[src/rtl/rfid_pkg.sv]
// rfid_pkg: shared command/slot encodings and Q-algorithm constants
package rfid_pkg;
  typedef enum logic [1:0] {CMD_QUERY = 2'd0, CMD_QUERYREP = 2'd1, CMD_QUERYADJ = 2'd2} cmd_t;
  typedef enum logic [1:0] {RES_EMPTY = 2'd0, RES_SINGLE = 2'd1, RES_COLL = 2'd2, RES_COLL_ALT = 2'd3} res_t;
  localparam int QFP_W = 8;
  localparam int Q_MAX = 15;
  localparam logic [QFP_W-1:0] QFP_MAX = 8'd240;
endpackage

[src/rtl/q_algo.sv]
// q_algo: 4.4 fixed-point Q register, EMPTY/COLLISION step and rounding to integer Q
module q_algo import rfid_pkg::*; #(
  parameter int Q_INIT = 4,
  parameter int C_STEP = 4
) (
  input  logic       clk,
  input  logic       rst,
  input  logic       load,
  input  logic       upd,
  input  logic [1:0] res,
  output logic [3:0] q_new
);
  localparam logic [QFP_W-1:0] QFP_INIT = QFP_W'(Q_INIT * 16);
  localparam logic [QFP_W-1:0] STEP = QFP_W'(C_STEP);
  logic [QFP_W-1:0] qfp, qfp_upd;
  logic [QFP_W:0] inc;
  logic [QFP_W-4:0] rnd;
  assign inc = {1'b0, qfp} + {1'b0, STEP};
  assign rnd = (QFP_W-3)'((32'(qfp) + 32'd8) >> 4);
  assign q_new = (rnd > (QFP_W-3)'(Q_MAX)) ? 4'(Q_MAX) : rnd[3:0];
  // RES_COLL and its alias both fall through to the increment branch
  always_comb qfp_upd = (res == RES_EMPTY) ? ((qfp > STEP) ? qfp - STEP : '0)
                      : (res == RES_SINGLE) ? qfp
                      : ((inc > {1'b0, QFP_MAX}) ? QFP_MAX : inc[QFP_W-1:0]);
  always_ff @(posedge clk or posedge rst)
    if (rst) qfp <= QFP_INIT;
    else if (load) qfp <= QFP_INIT;
    else if (upd) qfp <= qfp_upd;
endmodule

[src/rtl/inventory_sched.sv]
// inventory_sched: inventory round scheduler issuing QUERY/QUERYREP/QUERYADJ from slot outcomes
module inventory_sched import rfid_pkg::*; #(
  parameter int Q_INIT = 4,
  parameter int C_STEP = 4,
  parameter int SLOT_TIMEOUT = 30000
) (
  input  logic        clk,
  input  logic        rst,
  input  logic        round_start,
  input  logic        abort,
  input  logic        slot_done,
  input  logic [1:0]  slot_res,
  output logic        cmd_vld,
  input  logic        cmd_rdy,
  output logic [1:0]  cmd_type,
  output logic [3:0]  cmd_q,
  output logic        busy,
  output logic        round_done,
  output logic [15:0] tag_cnt,
  output logic [15:0] coll_cnt
);
  typedef enum logic [2:0] {IDLE, ISSUE, WAIT_SLOT, DECIDE, DONE} state_t;
  localparam int WD_W = $clog2(SLOT_TIMEOUT + 1);
  state_t state, nxt;
  cmd_t cmd;
  logic [3:0] q_cur, q_new;
  logic [14:0] slot_cnt;
  logic [WD_W-1:0] wdog;
  logic [1:0] res;
  logic start, wd_hit, evt, adj;
  assign start = state == IDLE && round_start && !abort;
  assign wd_hit = wdog == WD_W'(SLOT_TIMEOUT - 1);
  assign evt = state == WAIT_SLOT && !abort && (slot_done || wd_hit);
  assign res = slot_done ? slot_res : RES_EMPTY;
  assign adj = q_new != q_cur;
  assign cmd_vld = state == ISSUE;
  assign cmd_type = cmd;
  assign cmd_q = q_cur;
  assign busy = state != IDLE;
  assign round_done = state == DONE;
  q_algo #(.Q_INIT(Q_INIT), .C_STEP(C_STEP)) u_q (
    .clk(clk), .rst(rst), .load(start), .upd(evt), .res(res), .q_new(q_new)
  );
  always_ff @(posedge clk or posedge rst)
    if (rst) state <= IDLE;
    else state <= nxt;
  always_comb begin
    nxt = state;
    case (state)
      IDLE:      nxt = start ? ISSUE : IDLE;
      ISSUE:     nxt = cmd_rdy ? WAIT_SLOT : ISSUE;
      WAIT_SLOT: nxt = evt ? DECIDE : WAIT_SLOT;
      DECIDE:    nxt = (adj || slot_cnt != '0) ? ISSUE : DONE;
      default:   nxt = IDLE;
    endcase
    if (abort) nxt = IDLE;
  end
  // a 15-bit 1<<15 wraps to zero, so the minus one still yields 2^15-1
  always_ff @(posedge clk or posedge rst)
    if (rst) begin
      q_cur <= 4'(Q_INIT);
      slot_cnt <= '0;
      tag_cnt <= '0;
      coll_cnt <= '0;
      cmd <= CMD_QUERY;
      wdog <= '0;
    end else begin
      wdog <= (state == WAIT_SLOT && !wd_hit) ? wdog + 1'b1 : '0;
      if (start) begin
        q_cur <= 4'(Q_INIT);
        slot_cnt <= (15'(1) << Q_INIT) - 1'b1;
        tag_cnt <= '0;
        coll_cnt <= '0;
        cmd <= CMD_QUERY;
      end
      if (evt && res == RES_SINGLE && tag_cnt != '1) tag_cnt <= tag_cnt + 1'b1;
      if (evt && res[1] && coll_cnt != '1) coll_cnt <= coll_cnt + 1'b1;
      if (state == DECIDE && !abort) begin
        if (adj) begin
          cmd <= CMD_QUERYADJ;
          q_cur <= q_new;
          slot_cnt <= (15'(1) << q_new) - 1'b1;
        end else if (slot_cnt != '0) begin
          cmd <= CMD_QUERYREP;
          slot_cnt <= slot_cnt - 1'b1;
        end
      end
    end
endmodule

[config.mk]
export PLATFORM = sky130hd
export DESIGN_NAME = inventory_sched
export DESIGN_NICKNAME = d
export VERILOG_FILES = /design/src/rtl/rfid_pkg.sv /design/src/rtl/q_algo.sv /design/src/rtl/inventory_sched.sv
export SDC_FILE = /design/constraint.sdc
export NUM_CORES = 1
export LEC_CHECK = 0
export ABC_AREA = 1
export CORE_UTILIZATION = 58
export CTS_CLUSTER_DIAMETER = 80
export DETAILED_ROUTE_END_ITERATION = 10
export GPL_TIMING_DRIVEN = 1
export PLACE_DENSITY_LB_ADDON = 0.15
export SLEW_MARGIN = 20
export SYNTH_ARGS = -nofsm -noshare
export SYNTH_HDL_FRONTEND = slang
export SYNTH_SLANG_ARGS = --single-unit
[constraint.sdc]
create_clock -name clk -period 2.9 [get_ports clk]
set_input_delay 0.29 -clock clk [delete_from_list [all_inputs] [get_ports clk]]
set_output_delay 0.29 -clock clk [all_outputs]
set_load 0.01 [all_outputs]
# After elaboration in Yosys (flattened, before gate mapping)
# Index checks and enable logic that the tools add are counted.
dict set report totals {
  reg_bits 79
  output_inout_bits 41
}
dict set report op_classes {
  add_sub_neg 8
  n_lt_le_gt_ge 3
  eq_ne 10
  n_shift 1
  n_mux 29
  reduce_logical 22
}
# op count
set op_table {}
lappend op_table {{$mux 15} 5}
lappend op_table {{$mux 16} 3}
lappend op_table {{$mux 8} 6}
lappend op_table {{$add 16x1->16 const B} 2}
lappend op_table {{$ne 16x16->1 const B} 2}
lappend op_table {{$sub 15x1->15 const B} 2}
lappend op_table {{$mux 4} 4}
lappend op_table {{$add 15x1->15 const B} 1}
lappend op_table {{$eq 15x15->1 const B} 1}
lappend op_table {{$reduce_bool 15->1} 1}
lappend op_table {{$shl 1x4->15 const A} 1}
lappend op_table {{$mux 2} 6}
lappend op_table {{$pmux 3 s4} 1}
lappend op_table {{$logic_and 1x1->1} 10}
lappend op_table {{$add 8x3->9 const B} 1}
lappend op_table {{$add 8x4->9 const B} 1}
lappend op_table {{$gt 9x8->1 const B} 1}
lappend op_table {{$gt 8x3->1 const B} 1}
lappend op_table {{$sub 8x3->8 const B} 1}
lappend op_table {{$eq 3x2->1 const B} 2}
lappend op_table {{$mux 3} 2}
lappend op_table {{$reduce_bool 2->1} 3}
lappend op_table {{$gt 5x4->1 const B} 1}
lappend op_table {{$ne 4x4->1} 1}
lappend op_table {{other kinds (11)} 14}

# Longest topological paths before layout
# Gate-level depths: netlist of run 1.
dict set report logic_depth {
  word_depth 8
  depth_mapped 16
  depth_no_buf 16
}

# By module
# From an unflattened synthesis of run 1, not the netlist that was laid out.
dict set report unflattened {
  hier_cells 790
  hier_area_um2 5348.9
}
# module n_inst cells_each area_per_inst_um2 seq_area_each_um2
set modules_own_cells {}
lappend modules_own_cells {inventory_sched 1 679 4669.5 1778.0}
lappend modules_own_cells {q_algo 1 111 679.4 151.4}

# Least setup slack after synthesis of run 1
# OpenSTA, ideal clock, no wires.
dict set report synth_timing {
  path_kind {register to register}
  from {register u_q.qfp[6]}
  to {register slot_cnt[14]}
  setup_ns 0.066
  arrival_ns 2.230
  required_ns 2.834
  setup_slack_ns 0.604
  stages_incl_launch_ff 17
  n_path_buf 2
  period_less_slack_ns 2.296
  path_cell_list {dfstp_2 > buf_4 > inv_2 > nor2_1 > o21ai_4 > buf_4 > nor2_1 > inv_1 > nor2_1 > nand2_1 > ha_1 > nand2_2 > nor2_1 > or2_1 > nand3_1 > nand2_1 > nand2_1}
}
dict set report synth_between {
  elab_chain_len 7
  elab_cells_between_ends 8
  cone_classes {add/sub: 2; order compare: 1; eq/ne: 1; shift: 1; mux: 3}
}
# element line_no
set synth_rtl {}
lappend synth_rtl {{from (decl)} q_algo.sv:15} ;# logic [QFP_W-1:0] qfp, qfp_upd;
lappend synth_rtl {{from (signal assigned)} q_algo.sv:28} ;# else if (upd) qfp <= qfp_upd;
lappend synth_rtl {{$add 8x4->9 (*)} q_algo.sv:19} ;# assign rnd = (QFP_W-3)'((32'(qfp) + 32'd8) >> 4);
lappend synth_rtl {{$gt 5x4->1} q_algo.sv:20} ;# assign q_new = (rnd > (QFP_W-3)'(Q_MAX)) ? 4'(Q_MAX) : rnd[3:0];
lappend synth_rtl {{$mux 4 (*)} q_algo.sv:20}
lappend synth_rtl {{$shl 1x4->15} inventory_sched.sv:82} ;# slot_cnt <= (15'(1) << q_new) - 1'b1;
lappend synth_rtl {{$sub 15x1->15} inventory_sched.sv:82}
lappend synth_rtl {{$mux 15 (*)} inventory_sched.sv:79} ;# if (adj) begin
lappend synth_rtl {{$mux 15 (*)} inventory_sched.sv:78} ;# if (state == DECIDE && !abort) begin
lappend synth_rtl {{to (signal assigned)} inventory_sched.sv:71} ;# slot_cnt <= (15'(1) << Q_INIT) - 1'b1;
lappend synth_rtl {{to (signal assigned)} inventory_sched.sv:82}
lappend synth_rtl {{to (signal assigned)} inventory_sched.sv:85} ;# slot_cnt <= slot_cnt - 1'b1;
lappend synth_rtl {{to (decl)} inventory_sched.sv:27} ;# logic [14:0] slot_cnt;
# Mark *: on every way between the ends. The rest lies on a longest branch, timed or not.
# A chain may end at the register's enable or synchronous reset.

# Worst setup path after layout of run 1
dict set report layout_timing {
  from {register u_q.qfp[5]}
  to {register slot_cnt[14]}
}
# Same word-level chain as after synthesis.

==> summary.txt, run 1 <==
Run status
  – Status: complete, no violations

Pwr
  – Logic pwr share: 13.2%
  – PnR Total Power: around 2.2 mW
  – Switching pwr: 0.604 mW
  – Peak supply drop: ~270 µV
  – Power Dens Cells: between 300 and 400 nW/µm²
  – Power share of the clock group: roughly 36%
  – Sw Share: between 20 and 30%
  – Sequential power share: about half
  – Internal: about 1.6 mW
  – Leakage Power: approximately 2.7 nW

Setup path
  – CP most frequent cell: nand2_1
  – Worst path arrival time: approximately 2700 ps
  – CP max stage delay: 570 ps
  – CP endpoint kind: flop
  – Critical path required time: between 3000 and 4000 ps
  – Crit-path cells: nand3_2 > nand2_1 > o21ai_4 > nor2_1 > inv_1 > nor2_1 > nand2_1 > ha_1 > nand2_2 > nor2_1 > or2_1 > nand3_1 > nand2_1 > nand2_1
  – Max FO, Critical Path: 14
  – CP Class: flop to flop
  – Slowest CP cell: dfrtp_1
  – Nature of the critical path startpoint: flop

Synthesis
  – Number of synthesized flops with an enable pin: 0
  – Post-Syn Area per Cell: 7.35 µm²
  – Top_reg_cell synth: dfrtp_1
  – Post-Syn Area: 5080 µm²
  – Share of flip-flops with an asynchronous set or reset: 100%
  – Flops & latches, synth: 77
  – Synth cell types: 43
  – Syn. warnings: 0
  – Gate Count Post-Synth: between 600 and 700
  – Syn Nets: just over 700
  – Sequential area share after synthesis: approximately 38%

Clock network
  – Clk sink count: 77
  – Clk_lat worst skew: 350 ps
  – Postcts setup bufs: 0
  – Worst-path clk slew: about 80 ps
  – Hold-fix buffers, CTS: 0
  – CTS H-tree depth: 3
  – Clock root buffer master: clkbuf_8
  – CTS tree: done
  – TritonCTS Buffers: 9
  – Clk buf depth: 2
  – CTS resizes: 0

Drt
  – Post-DR wirelength/cell: roughly 14 µm
  – DR vias/cell: approximately 5.6
  – Post-route DRC: 0
  – 1st-iter DRT viols: 278
  – Final wirelength: 12000 µm
  – Via count: 4773
  – First drt pass iteration count: 6
  – Antenna Nets Post-Route: 0

Timing
  – Worst-Margin Slew: between 500 and 600 ps
  – Worst Slack Setup Final: 453 ps
  – Hold Violations, Final: 0
  – RSZ-0062 raised after global routing: no
  – Tcrit/Tclk final: a little over four fifths
  – Max-slew violations: 0
  – Tmin final: 2450 ps
  – Post-Route Setup TNS: 0 ps
  – Final setup violation count: 0
  – Clk_skew: just under 9 ps
  – Max Clock Freq: ~400 MHz
  – Rel. slew slack: between 60 and 70%
  – Worst hold slack: 405 ps

Hold path
  – Hold Crit Class: input pin to asynchronous set/reset pin

Floorplan
  – Io pins: a little under 50
  – Chip height: around 96 µm
  – Core Region: approximately 8300 µm²
  – DIE WIDTH: around 96 µm
  – Die ar.: ~9100 µm²
  – Initial Utilization: roughly three fifths
  – # rows: 33

Global route
  – Number of global-route vias before repair: roughly 4600
  – Total track usage: around 29%
  – Total gr overflow: 0
  – Pin count of the biggest net entering global routing: a little under 50
  – Initial antenna violation count: 0
  – First-pass GRT wire length: slightly above 20000 µm

Finish
  – Share of post-route cells with drive strength above 1: about 8.5%
  – Final Instance Area: 5820 µm²
  – Layout area overhead: 14.4%
  – # nets final: 760
  – Finished Layout Cells: about 850
  – Diodes inserted: 0
  – Utilization after layout: 69.8%

Placement
  – RePlAce Congestion: slightly below 0.9
  – Placed instance area: around 5600 µm²
  – Pre-CTS WS: around 500 ps
  – DP Cell Count: between 800 and 900
  – Post-DP HPWL: around 8700 µm
  – # port buffers: between 40 and 50

Flow run
  – Max-cap violations: 0
-- final timing paths --
kind / from / to / slack, ps / cells after the start
worst min-delay path: rst / tag_cnt[0] / 400 / 3
worst min register to register: wdog[14] / wdog[14] / 470 / 1
worst max-delay path: u_q.qfp[5] / slot_cnt[14] / 450 / 14
min in group clk: wdog[14] / wdog[14] / 470 / 1
max in group asynchronous: rst / cmd_q[2] / 2110 / 3
worst max register to register: u_q.qfp[5] / slot_cnt[14] / 450 / 14
-- metal layers --
layer  GRT usage, %  up-vias  part of all wire, %  routed length [µm]
li1               -     2355                    -                   -
met2           47.9      166                   48                5720
met1           37.7     2231                   44                5270
met3           5.26       21                  6.5                 775
met4           10.4        0                  1.9                 231
met5              0        -                    0                   0
-- worst max-delay path: cells and delay by family (launching register included) --
family,cells,cell delay [ps]
and+or+nand+nor,11,1360
adders and majority gates,1,250
buffers and inverters,1,70
AOI/OAI and AO/OA,1,150
DFF,1,570
-- sequential cells by signal (all words and copies together) (netlist names) --
signal    count
slot_cnt     15
coll_cnt     16
tag_cnt      16
u_q.qfp       6
cmd_type      2
cmd_q         4
wdog         15
state         3
-- Yosys cell counts, drive strengths merged, types with 7 or more instances --
master | n | share of area (%)
clkbuf | 7 | 0.52
nand2 | 148 | 12
o21ai | 59 | 6.1
ha | 12 | 3.0
nor3 | 21 | 2.3
a21oi | 28 | 2.8
dfrtp | 75 | 37
nand3 | 94 | 9.4
buf | 12 | 2.1
inv | 80 | 5.9
xor2 | 31 | 5.5
xnor2 | 11 | 1.9
nor2 | 81 | 6.6
-- cell usage in the layout, fill, tap and decap left out, types with 12 or more instances in the layout --
cell type and n:
nor2_1 73, o21ai_0 41, dfrtp_1 75, clkdlybuf4s50_1 48, ha_1 12, nand3_1 93, nor3_1 20, nand2_1 136
clkbuf_8 12, inv_1 72, o21ai_1 16, a21oi_1 28, xor2_1 30
-- power groups by stage --
stage / registers [mW] / logic [mW] / clock network, mW
4_1_cts: 1.10 / 0.283 / 0.781
5_1_grt: 1.11 / 0.320 / 0.827
3_5_place_dp: 1.12 / 0.281 / 0
6_report: 1.10 / 0.285 / 0.771
3_3_place_gp: 1.12 / 0.279 / 0
2_1_floorplan: 1.12 / 0.218 / 0
-- kinds of logic after synthesis --
logic type | after synthesis | share of synthesized area (%)
buffers and inverters | 100 | 8.61
flip-flops | 77 | 37.9
AO/OA/AOI/OAI | 100 | 10.8
adder cells (fa/ha/maj) | 12 | 2.95
AND/OR/NAND/NOR | 361 | 32.3
XOR/XNOR | 42 | 7.38
-- area by class of cell --
cell class	count	area, µm²
clock buffers	12	165
clock inverters	3	18.8
fillers	688	2520
inverters	81	304
multi-input cells	515	2720
flip-flops and latches	77	1930
well taps	105	131
repair buffers	56	553
Note: power is estimated with default switching activity, not from simulation.
==> inputs of run 2 (changes only) <==
Clock period 2.9 ns to 2.3 ns, I/O delays scaled along.
==> run 2 against run 1 <==
Design area is 5.9% higher. Hold slack worse by 110 ps. First-iteration DRC count is 16% higher. Combinational power is 50% higher. Critical path type unchanged.
==> summary.txt, run 2 (synthesis results as in run 1) <==
Pwr
  – Sequential power share: 43.6% (was 51.1%)
  – Switching pwr: 0.830 mW (was 0.604 mW)
  – Peak supply drop: 297 µV (was 269 µV)
  – Power Dens Cells: 516 nW/µm² (was 371 nW/µm²)
  – Power share of the clock group: 43.0% (was 35.7%)
  – Logic pwr share: 13.5% (was 13.2%)
  – Sw Share: 26.1% (was 28.0%)
  – Leakage Power: 2.85 nW (was 2.72 nW)
  – Internal: 2.35 mW (was 1.56 mW)

Finish
  – Final Instance Area: 6160 µm² (was 5820 µm²)
  – Most common cell after layout, fill and taps aside: nand2_1 (unchanged)
  – Biggest regs: coll_cnt x16, tag_cnt x16 (unchanged)
  – Layout area overhead: 21.2% (was 14.4%)
  – Most frequent cells in the layout: nand2_1, nand3_1, dfrtp_1, inv_1, nor2_1 (was nand2_1, nand3_1, dfrtp_1, nor2_1, inv_1)
  – Utilization after layout: 73.9% (was 69.8%)
  – # nets final: 781 (was 760)
  – Diodes inserted: 0 (unchanged)
  – Share of post-route cells with drive strength above 1: 12.7% (was 8.47%)

Timing
  – Rel. slew slack: 71.1% (was 64.7%)
  – Max-slew violations: 0 (unchanged)
  – Post-Route Setup TNS: 0 ps (unchanged)
  – Tmin final: 2250 ps (was 2450 ps)
  – Max Clock Freq: 444 MHz (was 409 MHz)
  – Worst-Margin Slew: 431 ps (was 527 ps)
  – Final setup violation count: 0 (unchanged)
  – Hold Violations, Final: 0 (unchanged)
  – Tcrit/Tclk final: 97.9% (was 84.4%)
  – Worst Slack Setup Final: 48.2 ps (was 453 ps)
  – Clk_skew: 14.3 ps (was 8.92 ps)
  – Worst hold slack: 291 ps (was 405 ps)

Clock network
  – CTS H-tree depth: 3 (unchanged)
  – Clk buf depth: 2 (unchanged)
  – Clk sink count: 77 (unchanged)
  – TritonCTS Buffers: 9 (unchanged)
  – CTS tree: done (unchanged)
  – Worst-path clk slew: 90 ps (was 80 ps)
  – Hold-fix buffers, CTS: 0 (unchanged)
  – Clk_lat worst skew: 360 ps (was 350 ps)
  – Clock root buffer master: clkbuf_8 (unchanged)

Global route
  – Pin count of the biggest net entering global routing: 78 (was 49)
  – Initial antenna violation count: 0 (unchanged)
  – First-pass GRT wire length: 20600 µm (about the same)
  – Total track usage: 29.1% (was 28.9%)
  – Number of global-route vias before repair: 4509 (was 4554)
  – Total gr overflow: 0 (unchanged)

Floorplan
  – Chip height: 95.6 µm (unchanged)
  – Initial Utilization: 61.0% (unchanged)
  – # rows: 33 (unchanged)
  – Die ar.: 9150 µm² (unchanged)
  – Io pins: 49 (unchanged)
  – Core Region: 8340 µm² (unchanged)
  – DIE WIDTH: 95.6 µm (unchanged)

Drt
  – Final wirelength: 12900 µm (was 12000 µm)
  – Antenna Nets Post-Route: 0 (unchanged)
  – First drt pass iteration count: 6 (unchanged)
  – DR vias/cell: 5.72 (was 5.62)
  – Via count: 4978 (was 4773)
  – Post-DR wirelength/cell: 14.8 µm (was 14.1 µm)
  – 1st-iter DRT viols: 322 (was 278)
  – Post-route DRC: 0 (unchanged)

Setup path
  – Max FO, Critical Path: 4 (was 14)
  – CP Class: flop to flop (unchanged)
  – CP endpoint kind: flop (unchanged)
  – Critical path required time: 2590 ps (was 3190 ps)
  – Worst path arrival time: 2540 ps (was 2740 ps)
  – Nature of the critical path startpoint: flop (unchanged)

Placement
  – # port buffers: 48 (unchanged)
  – Post-DP HPWL: 8800 µm (was 8690 µm)
  – Placed instance area: 5780 µm² (was 5640 µm²)
  – RePlAce Congestion: 0.963 (was 0.877)
  – Pre-CTS WS: -1.46 ps (was 500 ps)

Flow run
  – Max-cap violations: 0 (unchanged)

Run status
  – Status: complete, no violations (unchanged)

Hold path
  – Hold Crit Class: input pin to asynchronous set/reset pin (unchanged)
[run 2: cell count changes in the layout (fill, tap and decap cells not counted), sizes merged]
cell,before,now
clkinvlp,0,1
clkbuf,12,10
clkinv,3,2
bufinv,0,4
buf,8,28
inv,81,80
nand2,148,149
[run 2: timing repair]
action | 4_1_cts | 5_1_grt
cloned | 0 | 1
setup endpoints to repair | 1 | 21
pin swaps | 0 | 3
gates resized for setup | 0 | 20
setup buffers | 2 | 2
[run 2: power by group through the flow]
stage	logic, mW	clock network, mW	registers (mW)
after detailed placement	0.381	0	1.41
after global placement	0.374	0	1.41
after floorplan	0.275	0	1.41
final	0.428	1.37	1.39
after global routing	0.472	1.43	1.39
after CTS	0.391	1.38	1.39
[run 2: final cells by class]
type / count / area [µm²]
multi-input combinational: 516 / 2800
fill: 617 / 2180
sequential: 77 / 1930
timing repair buffer: 76 / 728
inverter: 81 / 310
clock inverter: 6 / 134
tap: 105 / 131
clock buffer: 10 / 128
[run 2: through the flow]
step / cells / power [mW]
floorplan: 692 / 1.68
global placement: 850 / 1.79
detailed placement: 850 / 1.79
CTS: 868 / 3.15
global route: 871 / 3.29
finish: 871 / 3.18
[run 2: final timing paths]
path                       cells past startpoint  startpoint           end  slack (ps)
hold / removal                                 3         rst   coll_cnt[1]         290
setup / recovery                              14  u_q.qfp[6]  slot_cnt[14]          50
min in group clk                               3     cmd_rdy      state[1]         460
setup reg to reg                              14  u_q.qfp[6]  slot_cnt[14]          50
hold reg to reg                                1    wdog[14]      wdog[14]         500
max in group asynchronous                      3         rst      cmd_q[2]        1670
[run 2: metal layers]
metal	vias up	global-route usage [%]	share of wire, %	wire (µm)
li1	2399	-	-	-
met1	2351	37.5	43	5490
met2	199	50.5	49	6300
met3	29	3.03	6.4	825
met4	0	10.4	1.9	246
met5	-	0	0	0
[run 2: worst max-delay path, cell delays in order (launching register included)]
cell and delay, ps:
dfstp_2 550, inv_2 50, nor2_1 230, o21ai_4 120, nor2_2 140, inv_1 90
nor2_2 120, nand2_2 90, ha_4 190, nand2_4 100, nor2_1 70, or2_1 230
nand3_1 80, nand2_1 60, nand2_1 60
==> inputs of run 3 (changes only) <==
Settings changed: CAP_MARGIN from default to 0.
==> results of run 3 <==
Final layout, timing and power as in run 2 (identical DEF).
